File: src/rtl/mdu_issue_ctrl.sv
// Issue controller for the shared multiply/divide unit: launches the EX-stage op,
// stalls until the result returns, drains flushed ops and serves repeats from a one-entry cache.
module mdu_issue_ctrl #(
   parameter bit          ENABLE_CACHE   = 1'b1,
   parameter int unsigned TIMEOUT_CYCLES = 64,
   parameter int unsigned CNT_W          = 32
) (
   input  logic             clk,
   input  logic             rst_n,
   input  logic             op_valid_i,
   input  logic [2:0]       op_func3_i,
   input  logic [31:0]      rs1_i,
   input  logic [31:0]      rs2_i,
   input  logic             flush_i,
   input  logic             hold_i,
   output logic             stall_o,
   output logic [31:0]      result_o,
   output logic             result_valid_o,
   output logic             mdu_valid_o,
   output logic [2:0]       mdu_op_o,
   output logic [31:0]      mdu_rs1_o,
   output logic [31:0]      mdu_rs2_o,
   input  logic             mdu_ready_i,
   input  logic [31:0]      mdu_rd_i,
   output logic             timeout_err_o,
   output logic [CNT_W-1:0] op_count_o
);

   localparam int unsigned TMO_W = (TIMEOUT_CYCLES > 1) ? $clog2(TIMEOUT_CYCLES) : 1;
   localparam logic [TMO_W-1:0] TMO_LAST = TMO_W'(TIMEOUT_CYCLES - 1);
   localparam logic [TMO_W-1:0] TMO_MAX  = '1;

   typedef enum logic [2:0] {IDLE, LAUNCH, WAIT, DONE, DRAIN} state_t;

   state_t           state;
   logic [TMO_W-1:0] tmo_cnt;
   logic             drain_tmo;
   logic             cache_vld;
   logic [2:0]       cache_op;
   logic [31:0]      cache_rs1;
   logic [31:0]      cache_rs2;
   logic [31:0]      cache_data;
   logic             cache_hit;
   logic             tmo_hit;

   assign cache_hit = ENABLE_CACHE && cache_vld && (op_func3_i == cache_op) &&
                      (rs1_i == cache_rs1) && (rs2_i == cache_rs2);
   assign tmo_hit   = (tmo_cnt == TMO_LAST);
   assign stall_o   = op_valid_i && !flush_i && (state != DONE);

   always_ff @(posedge clk or negedge rst_n) begin
      if (!rst_n) begin
         state          <= IDLE;
         tmo_cnt        <= '0;
         drain_tmo      <= 1'b0;
         cache_vld      <= 1'b0;
         cache_op       <= '0;
         cache_rs1      <= '0;
         cache_rs2      <= '0;
         cache_data     <= '0;
         result_o       <= '0;
         result_valid_o <= 1'b0;
         mdu_valid_o    <= 1'b0;
         mdu_op_o       <= '0;
         mdu_rs1_o      <= '0;
         mdu_rs2_o      <= '0;
         timeout_err_o  <= 1'b0;
         op_count_o     <= '0;
      end else begin
         mdu_valid_o <= 1'b0;
         case (state)
            IDLE: begin
               if (op_valid_i && !flush_i) begin
                  mdu_op_o  <= op_func3_i;
                  mdu_rs1_o <= rs1_i;
                  mdu_rs2_o <= rs2_i;
                  if (cache_hit) begin
                     result_o       <= cache_data;
                     result_valid_o <= 1'b1;
                     state          <= DONE;
                  end else begin
                     mdu_valid_o <= 1'b1;
                     state       <= LAUNCH;
                  end
               end
            end
            LAUNCH, WAIT: begin
               // A ready coinciding with a flush is simply discarded; nothing left to drain.
               if (mdu_ready_i) begin
                  if (flush_i) begin
                     state <= IDLE;
                  end else begin
                     result_o       <= mdu_rd_i;
                     result_valid_o <= 1'b1;
                     cache_vld      <= 1'b1;
                     cache_op       <= mdu_op_o;
                     cache_rs1      <= mdu_rs1_o;
                     cache_rs2      <= mdu_rs2_o;
                     cache_data     <= mdu_rd_i;
                     state          <= DONE;
                  end
               end else if ((state == WAIT) && tmo_hit) begin
                  timeout_err_o <= 1'b1;
                  result_o      <= '0;
                  tmo_cnt       <= '0;
                  drain_tmo     <= 1'b1;
                  state         <= DRAIN;
               end else if (flush_i) begin
                  drain_tmo <= 1'b0;
                  state     <= DRAIN;
               end else begin
                  state <= WAIT;
                  if (state == LAUNCH) begin
                     tmo_cnt <= '0;
                  end else if (tmo_cnt != TMO_MAX) begin
                     tmo_cnt <= tmo_cnt + TMO_W'(1);
                  end
               end
            end
            DONE: begin
               if (flush_i) begin
                  result_valid_o <= 1'b0;
                  state          <= IDLE;
               end else if (!hold_i) begin
                  result_valid_o <= 1'b0;
                  op_count_o     <= op_count_o + CNT_W'(1);
                  state          <= IDLE;
               end
            end
            DRAIN: begin
               // After a timeout the MDU may never answer, so bound the drain by one more window.
               if (mdu_ready_i || (drain_tmo && tmo_hit)) begin
                  drain_tmo <= 1'b0;
                  state     <= IDLE;
               end else if (drain_tmo && (tmo_cnt != TMO_MAX)) begin
                  tmo_cnt <= tmo_cnt + TMO_W'(1);
               end
            end
            default: state <= IDLE;
         endcase
      end
   end

endmodule
File: config.mk
export PLATFORM = sky130hd
export DESIGN_NAME = mdu_issue_ctrl
export DESIGN_NICKNAME = d
export VERILOG_FILES = /design/src/rtl/mdu_issue_ctrl.sv
export SDC_FILE = /design/constraint.sdc
export NUM_CORES = 1
export LEC_CHECK = 0
export CAP_MARGIN = 30
export CORE_MARGIN = 2
export CORE_UTILIZATION = 55
export DETAILED_ROUTE_END_ITERATION = 7
export GPL_TIMING_DRIVEN = 0
export PLACE_DENSITY = 0.82
export SLEW_MARGIN = 10
export SYNTH_ARGS = -nofsm -noshare
export SYNTH_HDL_FRONTEND = slang
export SYNTH_SLANG_ARGS = --single-unit
File: constraint.sdc
create_clock -name clk -period 3.4 [get_ports clk]
set_input_delay 0.34 -clock clk [delete_from_list [all_inputs] [get_ports clk]]
set_output_delay 0.34 -clock clk [all_outputs]
set_load 0.01 [all_outputs]
# Word-level counts from Yosys, hierarchy flattened
# Cells that the tools add are included.
[word_totals] ff_bits=244 latchBits=0 ram_bits=0 romBits=0 input_bits=105 memories=0
[op_classes] add_sub_neg=2 multipliers=0 div_mod_pow=0 order_cmp=0 n_eq_ne=24 n_shift=0 mux=39 n_bitwise=3 reduce_logical=24
[ops] operator="two-way mux 32 bit" count=5
[ops] operator="equality test 32 bit" count=2
[ops] operator="one-hot mux 32 bit (2 select lines)" count=1
[ops] operator="two-way mux 6 bit" count=7
[ops] operator="adder 32 x 1 -> 32 bit (second input constant)" count=1
[ops] operator="two-way mux 3 bit" count=7
[ops] operator="inequality test 2 bit (second input constant)" count=8
[ops] operator="inequality test 3 bit (second input constant)" count=5
[ops] operator="two-way mux 1 bit" count=13
[ops] operator="one-hot mux 3 bit (4 select lines)" count=1
[ops] operator="one-hot mux 6 bit (2 select lines)" count=1
[ops] operator="AND reduction 3 bit" count=4
[ops] operator="AND reduction 6 bit" count=2
[ops] operator="logical AND 1 bit" count=8
[ops] operator="adder 6 x 1 -> 6 bit (second input constant)" count=1
[ops] operator="equality test 3 x 2 -> 1 bit (second input constant)" count=2
[ops] operator="equality test 6 bit (second input constant)" count=1
[ops] operator="inequality test 6 bit (second input constant)" count=1
[ops] operator="AND reduction 5 bit" count=1
[ops] operator="two-way mux 2 bit" count=2
[ops] operator="inequality test 4 bit (second input constant)" count=1
[ops] operator="AND reduction 4 bit" count=1
[ops] operator="nonzero test 2 bit" count=2
[ops] operator="equality test 3 x 1 -> 1 bit (second input constant)" count=1
[ops] operator="other kinds (12)" count=14

# Depth between registers and ports, before layout
[depth] ltp_word=7 ltp_mapped=9 mapped_depth_nobuf=7

# Worst setup path after synthesis
# Ideal clock, no wire load.
[synth_timing] path_kind="reg2reg" from="reg tmo_cnt[0]" to="reg result_o[0]" t_arrival_ns=2.089 slack_ns=1.183 stages_incl_launch_ff=10 n_path_buf=2 period_less_slack_ns=2.217 cell_sequence="dfrtp_1 > ha_1 > nand3_1 > or2_2 > o221ai_1 > buf_2 > clkbuf_1 > nand3_1 > o31ai_1 > a21oi_1"
[synth_via] elab_chain_len=4
[synth_lines] item="start, declared" line="36" rtl="logic [TMO_W-1:0] tmo_cnt;"
[synth_lines] item="start signal, assigned" line="116" rtl="tmo_cnt <= tmo_cnt + TMO_W'(1);"
[synth_lines] item="start signal, assigned" line="136" rtl="tmo_cnt <= tmo_cnt + TMO_W'(1);"
[synth_lines] item="equality test 6 bit" line="48" rtl="assign tmo_hit = (tmo_cnt == TMO_LAST);"
[synth_lines] item="logical AND 1 bit" line="102" rtl="end else if ((state == WAIT) && tmo_hit) begin"
[synth_lines] item="inequality test 3 bit (no source line)"
[synth_lines] item="AND reduction 5 bit (no source line)"
[synth_lines] item="end signal, assigned" line="78" rtl="result_o <= cache_data;"
[synth_lines] item="end signal, assigned" line="93" rtl="result_o <= mdu_rd_i;"
[synth_lines] item="end, declared" line="17" rtl="output logic [31:0] result_o,"
# Every way passes these cells.
# A chain may end at the register's enable or synchronous reset.

# Worst setup path in the final report
[layout_timing] from="reg tmo_cnt[0]" to="reg result_o[29]"
# The elaborated chain is that of the path after synthesis.

==> flow_metrics.py <==
metrics = {
    "status": {
        "status": "complete, no violations",
    },
    "synth": {
        "yosys.cell_types.count": 48,
        "synth_edf_count": 0,
        "yosys_most_used_dff": "dfrtp_1",
        "ys_ff_latch": 244,
        "postSynthCellCount": 972,
        "synthesis.nets": 1079,
        "syn_avg_cell_area_um2": 11.9,
        "ys_async_sr_fraction_pct": 100,
        "synth_warnings": 0,
        "seq_area_frac_synth_pct": 53.0,
        "synth_area_mm2": 0.0115,
    },
    "routing": {
        "top_layer_used": "met4",
        "met1_length_um": 12000,
        "route.met3.wl_um": 2580,
        "drc": 0,
        "drtPass1Iterations": 5,
        "num_vias": 8615,
        "viasPerCell": 5.63,
        "wl_um": 29500,
        "routed-wl-met2_um": 14500,
        "wl_per_cell_um": 19.3,
        "ant_nets": 0,
        "drtIter0Drc": 459,
    },
    "sta": {
        "tightest_slew_ns": 0.884,
        "fin_worst_skew_ns": 0.00756,
        "setup_viol": 0,
        "rsz0062_at_grt": "no",
        "finalCriticalPeriod_ns": 2.89,
        "fin_hold_ws_ns": 0.288,
        "final-max-slew-violation-count": 0,
        "fmax_mhz": 346,
        "min_period_over_period_pct": 84.9,
        "hold_viol_final": 0,
        "slew_headroom_pct": 41.1,
    },
    "worst_setup_path": {
        "cp_max_fo": 10,
        "crit_arrival_ns": 3.28,
        "startpoint": "tmo_cnt[0]",
        "cp-end-kind": "register",
        "worst-r2r-cell-count": 9,
        "start_kind": "register",
        "required_ns": 3.79,
        "critPathKind": "register to register",
        "rr_startpoint": "tmo_cnt[0]",
    },
    "clock_tree": {
        "cts_tree": "built",
        "htreeDepth": 1,
        "clockBufferDepth": 3,
        "clkLatencyLatePin_ns": 0.52,
        "clock_sinks": 244,
        "numCtsBuffers": 26,
        "post_cts_resized": 0,
        "root_buffer": "clkbuf_16",
        "clkSlewWorstSetupHoldPaths_ns": 0.06,
        "post_cts_buffers": 0,
    },
    "layout": {
        "nets": 1348,
        "seq_area_mm2": 0.00611,
        "final_cells": 1530,
        "drive_gt1_share_pct": 15.9,
        "multiInputGateArea_mm2": 0.00512,
        "num-fill-cells": 1419,
        "synthToLayoutAreaGrowth_pct": 32.2,
    },
    "global_route": {
        "grt.overflow.total": 0,
        "grtUsageTotal_pct": 26.7,
        "first_global_vias": 8869,
        "antenna_found_initial": 1,
        "grt_max_degree": 110,
        "grt_pass1_wl_um": 46800,
    },
    "place": {
        "place.gp.congestion": 0.862,
        "hpwl_um": 21000,
        "dp.cells": 1482,
        "portBuffers": 238,
    },
    "pwr": {
        "peakVddDrop_mv": 0.566,
        "power_density_mw_per_mm2": 905,
        "p_leak_nw": 6.26,
    },
    "floorplan": {
        "core-area_mm2": 0.0204,
        "die_y_um": 149,
        "num_io_pins": 240,
        "std_cell_rows": 52,
        "dieArea_mm2": 0.0221,
        "die_width_um": 149,
        "start_util_pct": 56.4,
    },
    "min_path": {
        "hp-class": "input pin to async pin",
    },
    "flow_run": {
        "max_cap_violations": 0,
    },
}
[report_power, final]
group          internal [mW]  total [mW]  leakage (nW)  switching, mW
Combinational           3.08        5.72          2.83           2.64
Sequential              4.19        5.05          2.98          0.861
Clock                   1.88        3.01         0.451           1.13
Total                   9.15        13.8          6.26           4.63
[final timing paths]
path / to / slack, ns
worst max-delay path: result_o[29] / 0.51
worst min-delay path: result_o[10] / 0.29
worst max register to register: result_o[29] / 0.51
worst min register to register: cache_vld / 0.48
max in group asynchronous: mdu_rs2_o[24] / 2.29
min in group clk: mdu_rs2_o[5] / 0.45
[cell type report]
cell class / count / area share [%]
flip-flops and latches: 244 / 40.1
multi-input cells: 660 / 33.6
repair buffers: 241 / 16.1
clock buffers: 39 / 5.12
well taps: 270 / 2.22
plain buffers: 63 / 1.82
clock inverters: 7 / 0.887
inverters: 5 / 0.123
diodes: 1 / 0.0164
[critical path, cell delays in order (launching register included)]
cell,delay [ns]
dfrtp_1,0.39
ha_1,0.22
nand3_1,0.17
or2_2,0.35
o221ai_1,0.53
buf_2,0.34
clkbuf_1,0.42
nand3_1,0.14
o31ai_1,0.12
a21oi_1,0.08
[metrics by stage]
stage / setup WS (ns) / util (%) / power, mW / area, µm² / setup TNS [ns]
after CTS: 0.536 / 74.6 / 13.8 / 15200 / 0
after detailed placement: 0.328 / 70.0 / 10.8 / 14300 / 0
after global placement: -8.40 / 69.7 / 10.5 / 14200 / -2044.36
after floorplan: 1.18 / - / 8.33 / 11500 / 0
after global routing: 0.329 / 74.6 / 14.6 / 15200 / 0
final: 0.512 / 74.6 / 13.8 / 15200 / 0
[state kept, by name, summed over array words and instances, names as in the netlist]
signal	count
cache_data	32
cache_rs1	32
cache_rs2	32
mdu_rs1_o	32
mdu_rs2_o	32
op_count_o	32
result_o	32
tmo_cnt	6
cache_op	3
mdu_op_o	3
state	3
cache_vld	1
drain_tmo	1
mdu_valid_o	1
result_valid_o	1
timeout_err_o	1
[layout by cell type (no fill, tap or decap), types with 3 or more instances in the layout]
master           synthesis  routed
a21oi_1                 66      66
and2_1                  37      37
and3_1                   9       9
and4_1                   4       4
buf_1                    9       9
buf_2                   15      15
buf_6                    3       3
bufinv_16                0       4
clkbuf_1                36      42
clkbuf_16                0      27
clkbuf_8                 0       6
clkdlybuf4s50_1          0     237
clkinv_2                 0       3
dfrtp_1                244     244
inv_1                    5       5
mux2_1                  34      34
mux2_2                 131     131
mux2i_1                 33      33
nand2_1                 25      25
nand2b_1                20      20
nand3_1                 81      81
nand4_1                 18      18
nor2_1                  17      17
nor2b_1                  7       7
nor3_1                   5       5
nor4_1                   3       3
o21ai_0                 12      12
o31ai_1                 34      34
or2_2                    4       4
or3_1                    5       5
xnor2_1                 77      77
xor2_1                  13      13
[Yosys cell counts (13+ instances only)]
cell	count	share of area, %
mux2_1	34	3.3
mux2_2	131	13
and2_1	37	2.0
nand4_1	18	0.98
nand2b_1	20	1.1
nor2_1	17	0.55
o31ai_1	34	2.2
nand3_1	81	3.5
mux2i_1	33	2.9
a21oi_1	66	2.9
xnor2_1	77	5.9
buf_2	15	0.65
clkbuf_1	36	1.2
nand2_1	25	0.81
xor2_1	13	0.99
dfrtp_1	244	53
[what timing repair did]
item | CTS | global route
setup endpoints to repair | 0 | 0
endpoints found under the hold margin | 35 | 0
hold buffers | 1 | 0
[layer usage]
layer | GRT usage (%) | up-vias
li1 | - | 4005
met3 | 6.97 | 43
met2 | 45.6 | 305
met4 | 5.76 | 0
met5 | 0 | -
met1 | 34.5 | 4262
[logic make-up after synthesis]
kind of cell	share of synthesized area, %
AO/OA/AOI/OAI	6.57
XOR/XNOR	6.84
adder cells (fa/ha/maj)	0.217
buffers and inverters	2.57
flip-flops	53.0
multiplexers	19.0
AND/OR/NAND/NOR	11.9
Power figures use the tool's default switching activity.
